<file path="src/rtl/instr_fetch_ctrl_if.sv">
// rtl/instr_fetch_ctrl_if.sv - memory, redirect, decode and loader signal bundle for instr_fetch_ctrl
//
// Groups every non-clock/reset signal of the fetch controller.
//   master : the fetch controller (drives mem_*, instr_*, ld_done)
//   slave  : the surroundings (memory, EXE redirect, decode, program loader)
interface instr_fetch_ctrl_if #(
    parameter int INSTRUCTION_LEN = 32
);
    // Instruction memory port
    logic                       mem_req;
    logic                       mem_we;
    logic [INSTRUCTION_LEN-1:0] mem_addr;
    logic [INSTRUCTION_LEN-1:0] mem_wdata;
    logic                       mem_ready;
    logic [INSTRUCTION_LEN-1:0] mem_rdata;
    // Redirect and hazard control
    logic                       branch_taken;
    logic [INSTRUCTION_LEN-1:0] branch_target;
    logic                       freeze;
    // Toward decode
    logic                       instr_valid;
    logic [INSTRUCTION_LEN-1:0] instr;
    logic [INSTRUCTION_LEN-1:0] instr_pc;
    logic                       instr_ready;
    // Program loader
    logic                       ld_req;
    logic [INSTRUCTION_LEN-1:0] ld_addr;
    logic [INSTRUCTION_LEN-1:0] ld_wdata;
    logic                       ld_done;

    modport master (
        output mem_req, mem_we, mem_addr, mem_wdata,
        input  mem_ready, mem_rdata,
        input  branch_taken, branch_target, freeze,
        output instr_valid, instr, instr_pc,
        input  instr_ready,
        input  ld_req, ld_addr, ld_wdata,
        output ld_done
    );

    modport slave (
        input  mem_req, mem_we, mem_addr, mem_wdata,
        output mem_ready, mem_rdata,
        output branch_taken, branch_target, freeze,
        input  instr_valid, instr, instr_pc,
        output instr_ready,
        output ld_req, ld_addr, ld_wdata,
        input  ld_done
    );
endinterface

</file>
<file path="src/rtl/instr_fetch_ctrl.sv">
// rtl/instr_fetch_ctrl.sv - IF-stage PC owner, fetch sequencer, prefetch FIFO and loader arbiter
//
// Ports:
//   clk  : system clock
//   rst  : asynchronous active-low reset
//   bus  : instr_fetch_ctrl_if.master (memory port, branch/freeze, decode handshake, loader)
module instr_fetch_ctrl #(
    parameter int                         INSTRUCTION_LEN = 32,
    parameter int                         FIFO_DEPTH      = 2,
    parameter logic [INSTRUCTION_LEN-1:0] RESET_PC        = '0
) (
    input  logic               clk,
    input  logic               rst,
    instr_fetch_ctrl_if.master bus
);
    localparam int W     = INSTRUCTION_LEN;
    localparam int PTR_W = (FIFO_DEPTH > 1) ? $clog2(FIFO_DEPTH) : 1;
    localparam int CNT_W = PTR_W + 1;
    localparam logic [W-1:0] ADDR_MASK = ~W'(3);

    typedef enum logic [1:0] {IDLE, FETCH, LOAD} state_e;

    state_e             state_q, state_d;
    logic [W-1:0]       pc_q, pc_d;
    logic [W-1:0]       mem_addr_q, mem_addr_d;
    logic [W-1:0]       mem_wdata_q, mem_wdata_d;
    logic               mem_we_q, mem_we_d;
    logic               discard_q, discard_d;
    logic [W-1:0]       fifo_instr_q [FIFO_DEPTH];
    logic [W-1:0]       fifo_instr_d [FIFO_DEPTH];
    logic [W-1:0]       fifo_pc_q [FIFO_DEPTH];
    logic [W-1:0]       fifo_pc_d [FIFO_DEPTH];
    logic [PTR_W-1:0]   wr_ptr_q, wr_ptr_d, rd_ptr_q, rd_ptr_d;
    logic [CNT_W-1:0]   count_q, count_d;
    logic [W-1:0]       hold_instr_q, hold_instr_d;
    logic [W-1:0]       hold_pc_q, hold_pc_d;

    logic               push, pop, head_valid, fifo_full, ld_done;
    logic [W-1:0]       head_instr, head_pc;

    always_comb begin
        state_d      = state_q;
        pc_d         = pc_q;
        mem_addr_d   = mem_addr_q;
        mem_wdata_d  = mem_wdata_q;
        mem_we_d     = mem_we_q;
        discard_d    = discard_q;
        fifo_instr_d = fifo_instr_q;
        fifo_pc_d    = fifo_pc_q;
        wr_ptr_d     = wr_ptr_q;
        rd_ptr_d     = rd_ptr_q;
        count_d      = count_q;
        push         = 1'b0;
        ld_done      = 1'b0;

        head_valid = (count_q != '0);
        fifo_full  = (count_q == CNT_W'(FIFO_DEPTH));
        head_instr = head_valid ? fifo_instr_q[rd_ptr_q] : hold_instr_q;
        head_pc    = head_valid ? fifo_pc_q[rd_ptr_q]    : hold_pc_q;
        // Flush wins over a same-cycle decode pop.
        pop        = head_valid && bus.instr_ready && !bus.branch_taken;

        hold_instr_d = head_instr;
        hold_pc_d    = head_pc;

        case (state_q)
            IDLE: begin
                if (bus.ld_req) begin
                    state_d     = LOAD;
                    mem_addr_d  = bus.ld_addr & ADDR_MASK;
                    mem_wdata_d = bus.ld_wdata;
                    mem_we_d    = 1'b1;
                end else if (!bus.freeze && !fifo_full && !bus.branch_taken) begin
                    // Issue is held off during a redirect cycle so the old PC
                    // is never fetched; the new PC is used one cycle later.
                    state_d    = FETCH;
                    mem_addr_d = pc_q;
                    mem_we_d   = 1'b0;
                end
            end
            FETCH: begin
                if (bus.mem_ready) begin
                    state_d   = IDLE;
                    discard_d = 1'b0;
                    if (!discard_q && !bus.branch_taken) begin
                        push = 1'b1;
                        pc_d = mem_addr_q + W'(4);
                    end
                end else if (bus.branch_taken) begin
                    // Response still in flight belongs to the old path.
                    discard_d = 1'b1;
                end
            end
            LOAD: begin
                if (bus.mem_ready) begin
                    state_d = IDLE;
                    ld_done = 1'b1;
                end
            end
            default: state_d = IDLE;
        endcase

        if (bus.branch_taken) begin
            pc_d     = bus.branch_target & ADDR_MASK;
            wr_ptr_d = '0;
            rd_ptr_d = '0;
            count_d  = '0;
        end else begin
            if (push) begin
                fifo_instr_d[wr_ptr_q] = bus.mem_rdata;
                fifo_pc_d[wr_ptr_q]    = mem_addr_q;
                wr_ptr_d               = wr_ptr_q + PTR_W'(1);
            end
            if (pop) begin
                rd_ptr_d = rd_ptr_q + PTR_W'(1);
            end
            count_d = count_q + CNT_W'(push) - CNT_W'(pop);
        end
    end

    always_ff @(posedge clk or negedge rst) begin
        if (!rst) begin
            state_q      <= IDLE;
            pc_q         <= RESET_PC;
            mem_addr_q   <= '0;
            mem_wdata_q  <= '0;
            mem_we_q     <= 1'b0;
            discard_q    <= 1'b0;
            wr_ptr_q     <= '0;
            rd_ptr_q     <= '0;
            count_q      <= '0;
            hold_instr_q <= '0;
            hold_pc_q    <= '0;
            for (int i = 0; i < FIFO_DEPTH; i++) begin
                fifo_instr_q[i] <= '0;
                fifo_pc_q[i]    <= '0;
            end
        end else begin
            state_q      <= state_d;
            pc_q         <= pc_d;
            mem_addr_q   <= mem_addr_d;
            mem_wdata_q  <= mem_wdata_d;
            mem_we_q     <= mem_we_d;
            discard_q    <= discard_d;
            wr_ptr_q     <= wr_ptr_d;
            rd_ptr_q     <= rd_ptr_d;
            count_q      <= count_d;
            hold_instr_q <= hold_instr_d;
            hold_pc_q    <= hold_pc_d;
            fifo_instr_q <= fifo_instr_d;
            fifo_pc_q    <= fifo_pc_d;
        end
    end

    assign bus.mem_req     = (state_q != IDLE);
    assign bus.mem_we      = mem_we_q;
    assign bus.mem_addr    = mem_addr_q;
    assign bus.mem_wdata   = mem_wdata_q;
    assign bus.instr_valid = head_valid;
    assign bus.instr       = head_instr;
    assign bus.instr_pc    = head_pc;
    assign bus.ld_done     = ld_done;
endmodule
</file>
<file path="src/flat_wrapper.sv">
// flat-port wrapper written by rule: the top's interface ports become plain ports
module instr_fetch_ctrl_flat 
#(
    parameter int                         INSTRUCTION_LEN = 32,
    parameter int                         FIFO_DEPTH      = 2,
    parameter logic [INSTRUCTION_LEN-1:0] RESET_PC        = '0
)
  (clk, rst, bus_mem_req, bus_mem_we, bus_mem_addr, bus_mem_wdata, bus_mem_ready, bus_mem_rdata, bus_branch_taken, bus_branch_target, bus_freeze, bus_instr_valid, bus_instr, bus_instr_pc, bus_instr_ready, bus_ld_req, bus_ld_addr, bus_ld_wdata, bus_ld_done);
  instr_fetch_ctrl_if #(.INSTRUCTION_LEN(INSTRUCTION_LEN)) bus_i ();
  input  logic clk;
  input  logic rst;
  output wire logic [$bits(bus_i.mem_req)-1:0] bus_mem_req;
  output wire logic [$bits(bus_i.mem_we)-1:0] bus_mem_we;
  output wire logic [$bits(bus_i.mem_addr)-1:0] bus_mem_addr;
  output wire logic [$bits(bus_i.mem_wdata)-1:0] bus_mem_wdata;
  input wire logic [$bits(bus_i.mem_ready)-1:0] bus_mem_ready;
  input wire logic [$bits(bus_i.mem_rdata)-1:0] bus_mem_rdata;
  input wire logic [$bits(bus_i.branch_taken)-1:0] bus_branch_taken;
  input wire logic [$bits(bus_i.branch_target)-1:0] bus_branch_target;
  input wire logic [$bits(bus_i.freeze)-1:0] bus_freeze;
  output wire logic [$bits(bus_i.instr_valid)-1:0] bus_instr_valid;
  output wire logic [$bits(bus_i.instr)-1:0] bus_instr;
  output wire logic [$bits(bus_i.instr_pc)-1:0] bus_instr_pc;
  input wire logic [$bits(bus_i.instr_ready)-1:0] bus_instr_ready;
  input wire logic [$bits(bus_i.ld_req)-1:0] bus_ld_req;
  input wire logic [$bits(bus_i.ld_addr)-1:0] bus_ld_addr;
  input wire logic [$bits(bus_i.ld_wdata)-1:0] bus_ld_wdata;
  output wire logic [$bits(bus_i.ld_done)-1:0] bus_ld_done;
  assign bus_mem_req = bus_i.mem_req;
  assign bus_mem_we = bus_i.mem_we;
  assign bus_mem_addr = bus_i.mem_addr;
  assign bus_mem_wdata = bus_i.mem_wdata;
  assign bus_i.mem_ready = bus_mem_ready;
  assign bus_i.mem_rdata = bus_mem_rdata;
  assign bus_i.branch_taken = bus_branch_taken;
  assign bus_i.branch_target = bus_branch_target;
  assign bus_i.freeze = bus_freeze;
  assign bus_instr_valid = bus_i.instr_valid;
  assign bus_instr = bus_i.instr;
  assign bus_instr_pc = bus_i.instr_pc;
  assign bus_i.instr_ready = bus_instr_ready;
  assign bus_i.ld_req = bus_ld_req;
  assign bus_i.ld_addr = bus_ld_addr;
  assign bus_i.ld_wdata = bus_ld_wdata;
  assign bus_ld_done = bus_i.ld_done;
  instr_fetch_ctrl #(.INSTRUCTION_LEN(INSTRUCTION_LEN), .FIFO_DEPTH(FIFO_DEPTH), .RESET_PC(RESET_PC)) u_core (.clk(clk), .rst(rst), .bus(bus_i));
endmodule
</file>
<file path="config.mk">
export PLATFORM = sky130hd
export DESIGN_NAME = instr_fetch_ctrl_flat
export DESIGN_NICKNAME = d
export VERILOG_FILES = /design/src/rtl/instr_fetch_ctrl_if.sv /design/src/rtl/instr_fetch_ctrl.sv /design/src/flat_wrapper.sv
export SDC_FILE = /design/constraint.sdc
export NUM_CORES = 1
export LEC_CHECK = 0
export BUFFER_PORTS_ARGS = -buffer_cell sky130_fd_sc_hd__buf_2
export CORE_ASPECT_RATIO = 1.2
export CORE_MARGIN = 5
export CORE_UTILIZATION = 45
export CTS_BUF_LIST = sky130_fd_sc_hd__clkbuf_8 sky130_fd_sc_hd__clkbuf_16
export DETAILED_ROUTE_END_ITERATION = 8
export PLACE_DENSITY = 0.69
export SETUP_SLACK_MARGIN = 0.2
export SLEW_MARGIN = 25
export SYNTH_ARGS = -nofsm -noshare
export SYNTH_HDL_FRONTEND = slang
export SYNTH_SLANG_ARGS = --single-unit
</file>
<file path="constraint.sdc">
create_clock -name clk -period 2.7 [get_ports clk]
set_input_delay 0.135 -clock clk [delete_from_list [all_inputs] [get_ports clk]]
set_output_delay 0.135 -clock clk [all_outputs]
set_load 0.005 [all_outputs]
</file>
==> metrics.md, run 1 <==
| Metric | Value |
|---|---|
| Core area | `27900 um^2` |
| Die area | `~32000 um^2` |
| CTS tree | `done` |
| CP max FO | `129` |
| Final #Nets | `1566` |
| GRT Total Usage | `20.4%` |
| Max Clock Freq | `449 MHz` |
| Syn Area/Cell | `12.1 um^2` |
| Yosys reg bits | `about 300` |
| PwrDens | `949 nW/um^2` |
| Synth top area share | `58.4%` |
| Global placement routability congestion | `0.822` |
| Vias in the first global route | `between 9k and 10k` |
| Static leakage | `~8.0 nW` |
| Clock sinks | `slightly below 300` |
| Wire per inst | `18.0 um` |
| Initial antenna violation count | `0` |
| Final setup viols | `0` |
| Worst clock skew | `0.0212 ns` |
| Antenna cells | `0` |
| Seq/Total Area, Yosys | `58.4%` |
| CP required | `around 2.6 ns` |
| Die width | `163 um` |
| Drc violations | `0` |
| Num CTS Buffers | `31` |
| Fillcell total | `2280` |
| Pin count of the biggest net entering global routing | `130` |
| Share of layout cells above drive strength 1 | `35.0%` |
| Maxcap violations | `0` |
| Boundary Pins | `267` |
| Tmin final | `2.23 ns` |
| Clk Latency, worst-skew pair | `0.56 ns` |
| Top cells by area, synth | `dfrtp_1 (58%), mux2_2 (14%), mux2i_1 (7.7%), a21oi_1 (3.2%), nor2_1 (2.6%)` |
| Least-Margin Pin Slew | `0.690 ns` |
| Overflow after GRT | `0` |
| Total wire length | `32900 um` |
| Most frequent cells in the layout | `dfrtp_1 (295), buf_2 (261), mux2_2 (155)` |
| Syn nets | `1186` |
| First-pass GRT wire length | `52900 um` |
| Post-Synthesis Cells | `1045` |
| Max-slew violations | `0` |
| Hold Vio Cnt, Final | `0` |
| Final period utilization | `between 80 and 90%` |
| Post-synth EDFFs | `0` |
| CTS Buffer Depth | `3` |
| Critical Path End Type | `primary output` |
| Worst Hold Class | `input port to register` |
| Via-to-Cell Ratio | `5.15` |
| Detailed Place HPWL | `20600 um` |
| Netlist cell types | `41` |
| Post-synth top area cell | `dfrtp_1` |
| Via count | `between 9k and 10k` |
| DR iter-0 viols | `roughly 420` |
| Post-synth top flop | `dfrtp_1` |
| Type of the worst setup path | `register to primary output` |
| Worst Path Arrival | `2.09 ns` |
| Cell row count | `67` |
| Unrepaired setup endpoints after global routing | `no` |
| Clock transition at path regs | `0.06 ns` |
| Status | `finished clean` |
| Post-cts resize count | `0` |
| Async set-reset flop share out of synthesis | `100%` |
| Max-slew headroom | `54.0%` |
| Post-DRT Antenna Nets | `0` |
| Most common cell after layout, fill and taps aside | `dfrtp_1` |
| DR pass1 iterations | `4` |
| Startpoint Class | `register` |
| Dpl ws | `0.487 ns` |
| Setup WS post-layout | `0.471 ns` |
| Area Growth Syn to Fin | `33.0%` |
| Initial core utilization | `45.4%` |
| Clock root buffer | `clkbuf_16` |
| Peak VDD IR | `0.705 mV` |
| Vert. Die Dim | `194 um` |
| Post-synthesis cell area | `about 13000 um^2` |
| Final setup TNS | `0 ns` |
| Synth warn | `0` |
| Port Buffer Count | `262` |
| # H-tree levels | `1` |
==> cell families after synthesis <==
kind of cell	after synthesis	share of synthesized area, %
AND/OR/NAND/NOR	231	8.15
flip-flops	296	58.4
AO/OA/AOI/OAI	152	6.67
multiplexers	257	21.8
adder cells (fa/ha/maj)	6	0.592
buffers and inverters	75	2.43
XOR/XNOR	28	1.93
==> Yosys cell counts (4+ instances only) <==
library cell and count:
xor2_1 19, o31ai_1 6, o21ai_0 46, clkbuf_1 39, o221ai_1 11, nand2_1 88, mux2i_1 98, a21oi_1 81
ha_1 6, dfrtp_1 296, xnor2_1 9, mux2_2 155, nand4_1 12, buf_2 18, buf_1 10, inv_1 7
and3_1 5, and2_1 4, nor2_1 89, mux2_1 4, nand3_1 9
==> timing repair <==
action | in CTS | in global routing
endpoints found under the setup margin | 0 | 13
hold buffers | 127 | 0
endpoints found under the hold margin | 226 | 0
buffers inserted | 0 | 1
==> through the flow <==
step	hold slack [ns]	total power [mW]	utilization, %	instances	area [um^2]
6_report	0.0549	16.0	60.5	1826	16900
2_1_floorplan	-0.161	9.35	-	1045	12700
5_1_grt	0.0557	17.0	60.5	1826	16900
4_1_cts	0.0210	16.1	60.4	1825	16900
3_3_place_gp	0.167	11.4	52.0	1643	14500
3_5_place_dp	0.169	11.6	52.0	1643	14500
==> sequential cells by signal, indices dropped and copies added, names as in the netlist, 2 cells and up <==
signal,cells
u_core.fifo_instr_q,64
u_core.fifo_pc_q,64
u_core.bus.mem_addr,32
u_core.bus.mem_wdata,32
u_core.hold_instr_q,32
u_core.hold_pc_q,32
u_core.pc_q,32
u_core.count_q,2
u_core.state_q,2
==> critical path: stages (launching register included) <==
cell	delay, ns
dfrtp_1	0.38
or2_4	0.15
buf_12	0.43
nor2_1	0.08
a21oi_1	0.31
buf_2	0.19
==> final cells by class <==
| cell class | count | area [um^2] | area share (%) |
|---|---|---|---|
| flip-flops and latches | 296 | 7410 | 43.9 |
| repair buffers | 415 | 2900 | 17.2 |
| multi-input cells | 674 | 5000 | 29.6 |
| clock inverters | 10 | 97.6 | 0.578 |
| clock buffers | 45 | 968 | 5.74 |
| inverters | 7 | 26.3 | 0.156 |
| well taps | 379 | 474 | 2.81 |
==> where the power goes <==
group	internal, mW	switching (mW)
sequential	5.94	1.07
combinational	2.31	2.31
clock	2.65	1.73
==> layer usage <==
metal	global-route usage (%)	up-vias	part of all wire [%]
met5	0	-	0
met3	3.93	49	5.4
met1	26.6	4690	43
met4	5.72	0	2.3
met2	35.0	249	50
li1	-	4411	-
==> worst paths after layout <==
path                                                        to                          start  slack (ns)  cells after the start
min                                u_core.count_q[1]$_DFF_PN0_               bus_branch_taken        0.05                      3
min in group asynchronous   u_core.bus.mem_addr[5]$_DFFE_PN0P_                            rst        0.17                      2
max in group asynchronous  u_core.fifo_instr_q[28]$_DFFE_PN0P_                            rst        1.81                      3
min reg2reg                      u_core.bus.mem_we$_DFFE_PN0P_  u_core.bus.mem_we$_DFFE_PN0P_        0.48                      2
max                                           bus_instr_pc[15]    u_core.count_q[1]$_DFF_PN0_        0.47                      5
max reg2reg                    u_core.fifo_pc_q[1]$_DFFE_PN0P_  u_core.state_q[1]$_DFFE_PN0P_        0.48                      8
(Power assumes the default switching activity.)
==> run 2: changes to the inputs <==
Clock period 2.7 ns to 2.3 ns, I/O delays scaled along.
==> run 2 against run 1 <==
Core utilization grew 1.2 points. Non-clock buffer count is 11 higher. Final cell count grew 0.60%. Critical path depth decreased by 1. Design area grew 2.0%. Register-to-register slack worse by 0.20 ns. Routed wire length up 5.1%.
==> metrics.md, run 2 (same netlist as run 1, synthesis figures left out) <==
| Metric | Value |
|---|---|
| Post-DRT Antenna Nets | `0 (unchanged)` |
| Area Growth Syn to Fin | `35.6% (was 33.0%)` |
| Worst clock skew | `0.0108 ns (was 0.0212 ns)` |
| Final period utilization | `88.5%` |
| Setup WS post-layout | `0.264 ns (was 0.471 ns)` |
| Drc violations | `0 (unchanged)` |
| First-pass GRT wire length | `54000 um (was 52900 um)` |
| Initial antenna violation count | `0 (unchanged)` |
| Final setup viols | `0 (unchanged)` |
| Startpoint Class | `register (unchanged)` |
| Switching share of power | `31.9% (about the same)` |
| Tmin final | `around 2 ns` |
| Clock root buffer | `clkbuf_16 (unchanged)` |
| Overflow after GRT | `0 (unchanged)` |
| Placed insts | `1645 (was 1643)` |
| DR pass1 iterations | `4 (unchanged)` |
| Global placement routability congestion | `0.779 (was 0.822)` |
| Int Pwr | `13.1 mW (was 10.9 mW)` |
| CTS Buffer Depth | `3 (unchanged)` |
| PwrDens | `1120 nW/um^2 (was 949 nW/um^2)` |
| CP required | `2.18 ns (was 2.57 ns)` |
| Core area | `27900 um^2 (unchanged)` |
| Top flop regs | `u_core.fifo_instr_q (64), u_core.fifo_pc_q (64) (unchanged)` |
| Most frequent cells in the layout | `dfrtp_1 (294), buf_2 (261), mux2_2 (155) (was dfrtp_1 (295), buf_2 (261), mux2_2 (155))` |
| Most common cell after layout, fill and taps aside | `dfrtp_1 (unchanged)` |
| Routed length on met2 | `16900 um (was 16300 um)` |
| Clk Latency, worst-skew pair | `0.55 ns (was 0.56 ns)` |
| Via count | `9483 (was 9399)` |
| Antenna cells | `0 (unchanged)` |
| Dpl ws | `0.245 ns (was 0.487 ns)` |
| Maxcap violations | `0 (unchanged)` |
| Static leakage | `8.12 nW (was 8.03 nW)` |
| DR WL met3 | `2030 um (was 1770 um)` |
| Total wire length | `34600 um (was 32900 um)` |
| Max Clock Freq | `491 MHz` |
| Reg2reg setup slack | `0.28 ns (was 0.48 ns)` |
| Via-to-Cell Ratio | `5.16 (was 5.15)` |
| Detailed Place HPWL | `20400 um (was 20600 um)` |
| Max-slew violations | `0 (unchanged)` |
| Die width | `163 um (unchanged)` |
| Clock sinks | `296 (unchanged)` |
| Wire per inst | `18.8 um (was 18.0 um)` |
| Die area | `31700 um^2 (unchanged)` |
| Fillcell total | `2193 (was 2280)` |
| Boundary Pins | `267 (unchanged)` |
| Final setup TNS | `0 ns (unchanged)` |
| Clock transition at path regs | `0.06 ns (about the same)` |
| Max-slew headroom | `38.8% (was 54.0%)` |
| Vias in the first global route | `10.2k (was 9887)` |
| Sequential cell area | `7410 um^2 (about the same)` |
| R2r startpoint | `u_core.state_q[1]$_DFFE_PN0P_ (unchanged)` |
| # H-tree levels | `1 (unchanged)` |
| Share of layout cells above drive strength 1 | `37.2% (was 35.0%)` |
| Hold Vio Cnt, Final | `0 (unchanged)` |
| Cell row count | `67 (unchanged)` |
| Least-Margin Pin Slew | `0.917 ns (was 0.690 ns)` |
| Power share of the clock group | `27.7% (was 27.3%)` |
| Top Metal Used | `met4 (unchanged)` |
| Num CTS Buffers | `30 (was 31)` |
| GRT Total Usage | `20.9% (was 20.4%)` |
| Final #Nets | `1577 (was 1566)` |
| Metal-1 WL | `14800 um (was 14000 um)` |
| Type of the worst setup path | `register to primary output (unchanged)` |
| Unrepaired setup endpoints after global routing | `yes (was no)` |
| Status | `finished clean (unchanged)` |
| Peak VDD IR | `0.772 mV (was 0.705 mV)` |
| CP max FO | `64 (was 129)` |
| Critical Path End Type | `primary output (unchanged)` |
| CTS tree | `done (unchanged)` |
| Initial core utilization | `45.4% (unchanged)` |
| Vert. Die Dim | `194 um (unchanged)` |
| Worst Hold Class | `input port to asynchronous set/reset pin (was input port to register)` |
| Worst Path Arrival | `1.92 ns (was 2.09 ns)` |
| Port Buffer Count | `262 (unchanged)` |
| Sequential Power Share | `42.3% (was 43.8%)` |
| Reg2Reg Depth | `8 (unchanged)` |
| Finished Layout Cells | `1837 (was 1826)` |
| Net Switching | `6.14 mW (was 5.11 mW)` |
| Reg2Reg Capture Point | `u_core.fifo_pc_q[38]$_DFFE_PN0P_ (was u_core.fifo_pc_q[1]$_DFFE_PN0P_)` |
| DR iter-0 viols | `409 (was 422)` |
| Footprint of the multi-input gates | `5080 um^2 (was 5000 um^2)` |
| Logic pwr share | `30.0% (was 28.9%)` |
| Pin count of the biggest net entering global routing | `72 (was 130)` |
==> run 2: cell type report <==
cell class                 count  share of cell area (%)
timing repair buffer         426                    18.0
inverter                       7                   0.153
clock buffer                  41                    5.31
sequential                   296                    43.1
tap                          379                    2.76
multi-input combinational    675                    29.5
clock inverter                13                    1.14
==> run 2: worst max path at each step <==
stage,startpoint,end,slack [ns],cells past startpoint
after floorplan,u_core.state_q[1]$_DFFE_PN0P_,u_core.fifo_instr_q[32]$_DFFE_PN0P_,0.21,8
after global placement,u_core.count_q[0]$_DFF_PN0_,u_core.bus.mem_addr[30]$_DFFE_PN0P_,0.29,6
after detailed placement,u_core.count_q[0]$_DFF_PN0_,u_core.bus.mem_addr[28]$_DFFE_PN0P_,0.25,6
after CTS,u_core.count_q[1]$_DFF_PN0_,bus_instr_pc[19],0.15,4
after global routing,u_core.state_q[1]$_DFFE_PN0P_,u_core.fifo_pc_q[34]$_DFFE_PN0P_,0.16,8
final,u_core.count_q[1]$_DFF_PN0_,bus_instr[15],0.26,4
==> run 2: through the flow <==
step | utilization (%) | hold WS, ns | power, mW | cell area, um^2
after global routing | 61.6 | 0.0958 | 20.5 | 17200
after global placement | 52.1 | 0.0753 | 13.4 | 14500
final | 61.6 | 0.0750 | 19.3 | 17200
after CTS | 61.0 | 0.0510 | 19.3 | 17000
after floorplan | - | -0.181 | 11.0 | 12700
after detailed placement | 52.1 | 0.0766 | 13.6 | 14500
==> run 2: power by group through the flow <==
| stage | clock, mW | sequential (mW) | combinational [mW] |
|---|---|---|---|
| 2_1_floorplan | 0 | 7.92 | 3.06 |
| 3_3_place_gp | 0 | 8.15 | 5.24 |
| 3_5_place_dp | 0 | 8.25 | 5.36 |
| 4_1_cts | 5.47 | 8.15 | 5.69 |
| 5_1_grt | 5.70 | 8.39 | 6.40 |
| 6_report | 5.34 | 8.16 | 5.78 |
==> run 2: routing by layer <==
| layer | track usage [%] | up-vias |
|---|---|---|
| met1 | 27.4 | 4704 |
| li1 | - | 4436 |
| met2 | 35.2 | 281 |
| met4 | 5.81 | 0 |
| met3 | 4.38 | 62 |
| met5 | 0 | - |
==> run 2: worst max-delay path, cell delays in order (launching register included) <==
cell and delay [ns]:
dfrtp_1 0.40, or2_4 0.30, buf_16 0.26, a21oi_1 0.25, buf_2 0.16
==> run 2: timing repair <==
action | CTS | global route
setup buffers | 2 | 1
pin swaps | 0 | 2
resized for setup | 10 | 15
cloned | 1 | 5
endpoints found under the setup margin | 55 | 139
hold buffers | 129 | 0
hold endpoints to repair | 460 | 0
==> run 3: changes to the inputs <==
--- a/constraint.sdc
+++ b/constraint.sdc
@@ -3,2 +3,2 @@
 set_output_delay 0.115 -clock clk [all_outputs]
-set_load 0.005 [all_outputs]
+set_load 0.05 [all_outputs]
==> run 3 against run 2 <==
Worst setup slack got worse by 0.11 ns. Flip-flop and latch count did not move. Count of clock-buffer cells in the layout fell by 3. Worst hold slack got worse by 0.048 ns. Via count fell by 1.5%. Largest cell class unchanged. Die area did not move. Global-route usage fell by 0.51 points. Routed wire length fell by 4.9%. Final cell count fell by 0.27%. First-iteration DRC count rose by 7.8%. Highest routed layer unchanged.
==> metrics.md, run 3 (same netlist as run 1, synthesis figures left out) <==
| Metric | Value |
|---|---|
| Reg2reg setup slack | `0.29 ns (was 0.28 ns)` |
| Type of the worst setup path | `register to primary output (unchanged)` |
| Placed insts | `1646 (was 1645)` |
| Boundary Pins | `267 (unchanged)` |
| Worst Hold Class | `input port to asynchronous set/reset pin (unchanged)` |
| First-pass GRT wire length | `52900 um (was 54000 um)` |
| CP max FO | `43 (was 64)` |
| Final setup viols | `0 (unchanged)` |
| Hold Vio Cnt, Final | `0 (unchanged)` |
| Unrepaired setup endpoints after global routing | `yes (unchanged)` |
| CTS tree | `done (unchanged)` |
| Most frequent cells in the layout | `dfrtp_1 (286), buf_2 (201), mux2_2 (155) (was dfrtp_1 (294), buf_2 (261), mux2_2 (155))` |
| Final setup TNS | `0 ns (unchanged)` |
| Core area | `27900 um^2 (unchanged)` |
| Static leakage | `8.15 nW (was 8.12 nW)` |
| Initial core utilization | `45.4% (unchanged)` |
| CP required | `2.18 ns (about the same)` |
| Wire per inst | `17.9 um (was 18.8 um)` |
| DR pass1 iterations | `5 (was 4)` |
| Num CTS Buffers | `30 (unchanged)` |
| Finished Layout Cells | `1832 (was 1837)` |
| Max-slew violations | `0 (unchanged)` |
| Total wire length | `32900 um (was 34600 um)` |
| Via-to-Cell Ratio | `5.10 (was 5.16)` |
| Detailed Place HPWL | `20400 um (about the same)` |
| Final period utilization | `93.2% (was 88.5%)` |
| Vert. Die Dim | `194 um (unchanged)` |
| Worst clock skew | `0.0212 ns (was 0.0108 ns)` |
| Clock sinks | `296 (unchanged)` |
| Clock root buffer | `clkbuf_16 (unchanged)` |
| Area Growth Syn to Fin | `37.4% (was 35.6%)` |
| Pin count of the biggest net entering global routing | `85 (was 72)` |
| Peak VDD IR | `0.875 mV (was 0.772 mV)` |
| Reg2Reg Capture Point | `u_core.fifo_instr_q[45]$_DFFE_PN0P_ (was u_core.fifo_pc_q[38]$_DFFE_PN0P_)` |
| Layout Utilization | `62.4% (was 61.6%)` |
| Status | `finished clean (unchanged)` |
| Tmin final | `2.14 ns (was 2.04 ns)` |
| Antenna cells | `0 (unchanged)` |
| Worst Path Arrival | `2.03 ns (was 1.92 ns)` |
| Initial antenna violation count | `0 (unchanged)` |
| # H-tree levels | `1 (unchanged)` |
| Port Buffer Count | `262 (unchanged)` |
| Post-DRT Antenna Nets | `0 (unchanged)` |
| Critical Path End Type | `primary output (unchanged)` |
| Top flop regs | `u_core.fifo_instr_q (64), u_core.fifo_pc_q (64) (unchanged)` |
| Clock transition at path regs | `0.06 ns (about the same)` |
| Hold slack | `0.0275 ns (was 0.0750 ns)` |
| Die width | `163 um (unchanged)` |
| Least-Margin Pin Slew | `0.897 ns (was 0.917 ns)` |
| Max Clock Freq | `467 MHz (was 491 MHz)` |
| Most common cell after layout, fill and taps aside | `dfrtp_1 (unchanged)` |
| Fillcell total | `2161 (was 2193)` |
| PwrDens | `1370 nW/um^2 (was 1120 nW/um^2)` |
| GRT Total Usage | `20.4% (was 20.9%)` |
| Cell row count | `67 (unchanged)` |
| DR iter-0 viols | `441 (was 409)` |
| Startpoint Class | `register (unchanged)` |
| Reg2Reg Depth | `7 (was 8)` |
| Overflow after GRT | `0 (unchanged)` |
| Max-slew headroom | `40.2% (was 38.8%)` |
| Clk Latency, worst-skew pair | `0.55 ns (about the same)` |
| R2r startpoint | `u_core.state_q[1]$_DFFE_PN0P_ (unchanged)` |
| Global placement routability congestion | `0.814 (was 0.779)` |
| Drc violations | `0 (unchanged)` |
| Via count | `9340 (was 9483)` |
| Die area | `31700 um^2 (unchanged)` |
| Total power | `23.9 mW (was 19.3 mW)` |
| Crit. Startpoint | `u_core.count_q[1]$_DFF_PN0_ (unchanged)` |
| Final #Nets | `1573 (was 1577)` |
| Share of layout cells above drive strength 1 | `39.0% (was 37.2%)` |
| Vias in the first global route | `10.0k (was 10.2k)` |
| Maxcap violations | `0 (unchanged)` |
| CTS Buffer Depth | `3 (unchanged)` |
-- run 3: cell count changes in the layout (fill, tap and decap cells not counted), sizes merged --
cell / delta
buf: -16
bufinv: -4
inv: +8
clkinv: +1
bufbuf: +1
clkinvlp: -3
clkbuf: +10
dlygate4sd3: -2
-- run 3: worst max path at each step --
stage / to / slack (ns) / cells past startpoint
6_report: bus_instr_pc[4] / 0.16 / 4
5_1_grt: bus_instr[19] / 0.07 / 4
4_1_cts: bus_instr[18] / 0.11 / 4
3_5_place_dp: u_core.bus.mem_addr[26]$_DFFE_PN0P_ / 0.27 / 6
3_3_place_gp: u_core.fifo_instr_q[12]$_DFFE_PN0P_ / 0.32 / 8
2_1_floorplan: u_core.hold_instr_q[14]$_DFF_PN0_ / 0.09 / 6
-- run 3: final cells by class --
type,instances,area (um^2),area share [%]
clock buffer,38,872,5.00
clock inverter,15,88.8,0.510
inverter,7,26.3,0.151
multi-input combinational,675,5210,29.9
sequential,296,7420,42.6
tap,379,474,2.72
timing repair buffer,422,3330,19.1
-- run 3: worst max-delay path, cell delays in order, from the launching register on --
cell and delay (ns):
dfrtp_1 0.40, or2_4 0.30, bufbuf_16 0.36, a21oi_2 0.21, buf_6 0.18
-- run 3: what timing repair did --
item,4_1_cts,5_1_grt
pin swaps,0,1
setup buffers,1,2
cloned,1,2
hold buffers,127,0
endpoints found under the hold margin,455,0
gates resized for setup,101,33
endpoints found under the setup margin,64,154
-- run 3: report_power, final --
| part | switching, mW | internal [mW] |
|---|---|---|
| combinational | 7.44 | 3.57 |
| clock | 1.94 | 2.75 |
| sequential | 1.16 | 6.99 |
-- run 3: stage by stage --
step                      area [um^2]  setup slack [ns]
after floorplan                 12800            0.0903
after CTS                       17300             0.107
final                           17400             0.156
after global placement          14700             0.325
after detailed placement        14700             0.272
after global routing            17400            0.0687
-- run 3: routing by layer --
layer	share of wire, %	global-route usage (%)	vias to the layer above
met3	5.6	3.87	52
met2	49	35.1	244
li1	-	-	4421
met1	43	26.4	4623
met4	2.3	5.50	0
met5	0	0	-
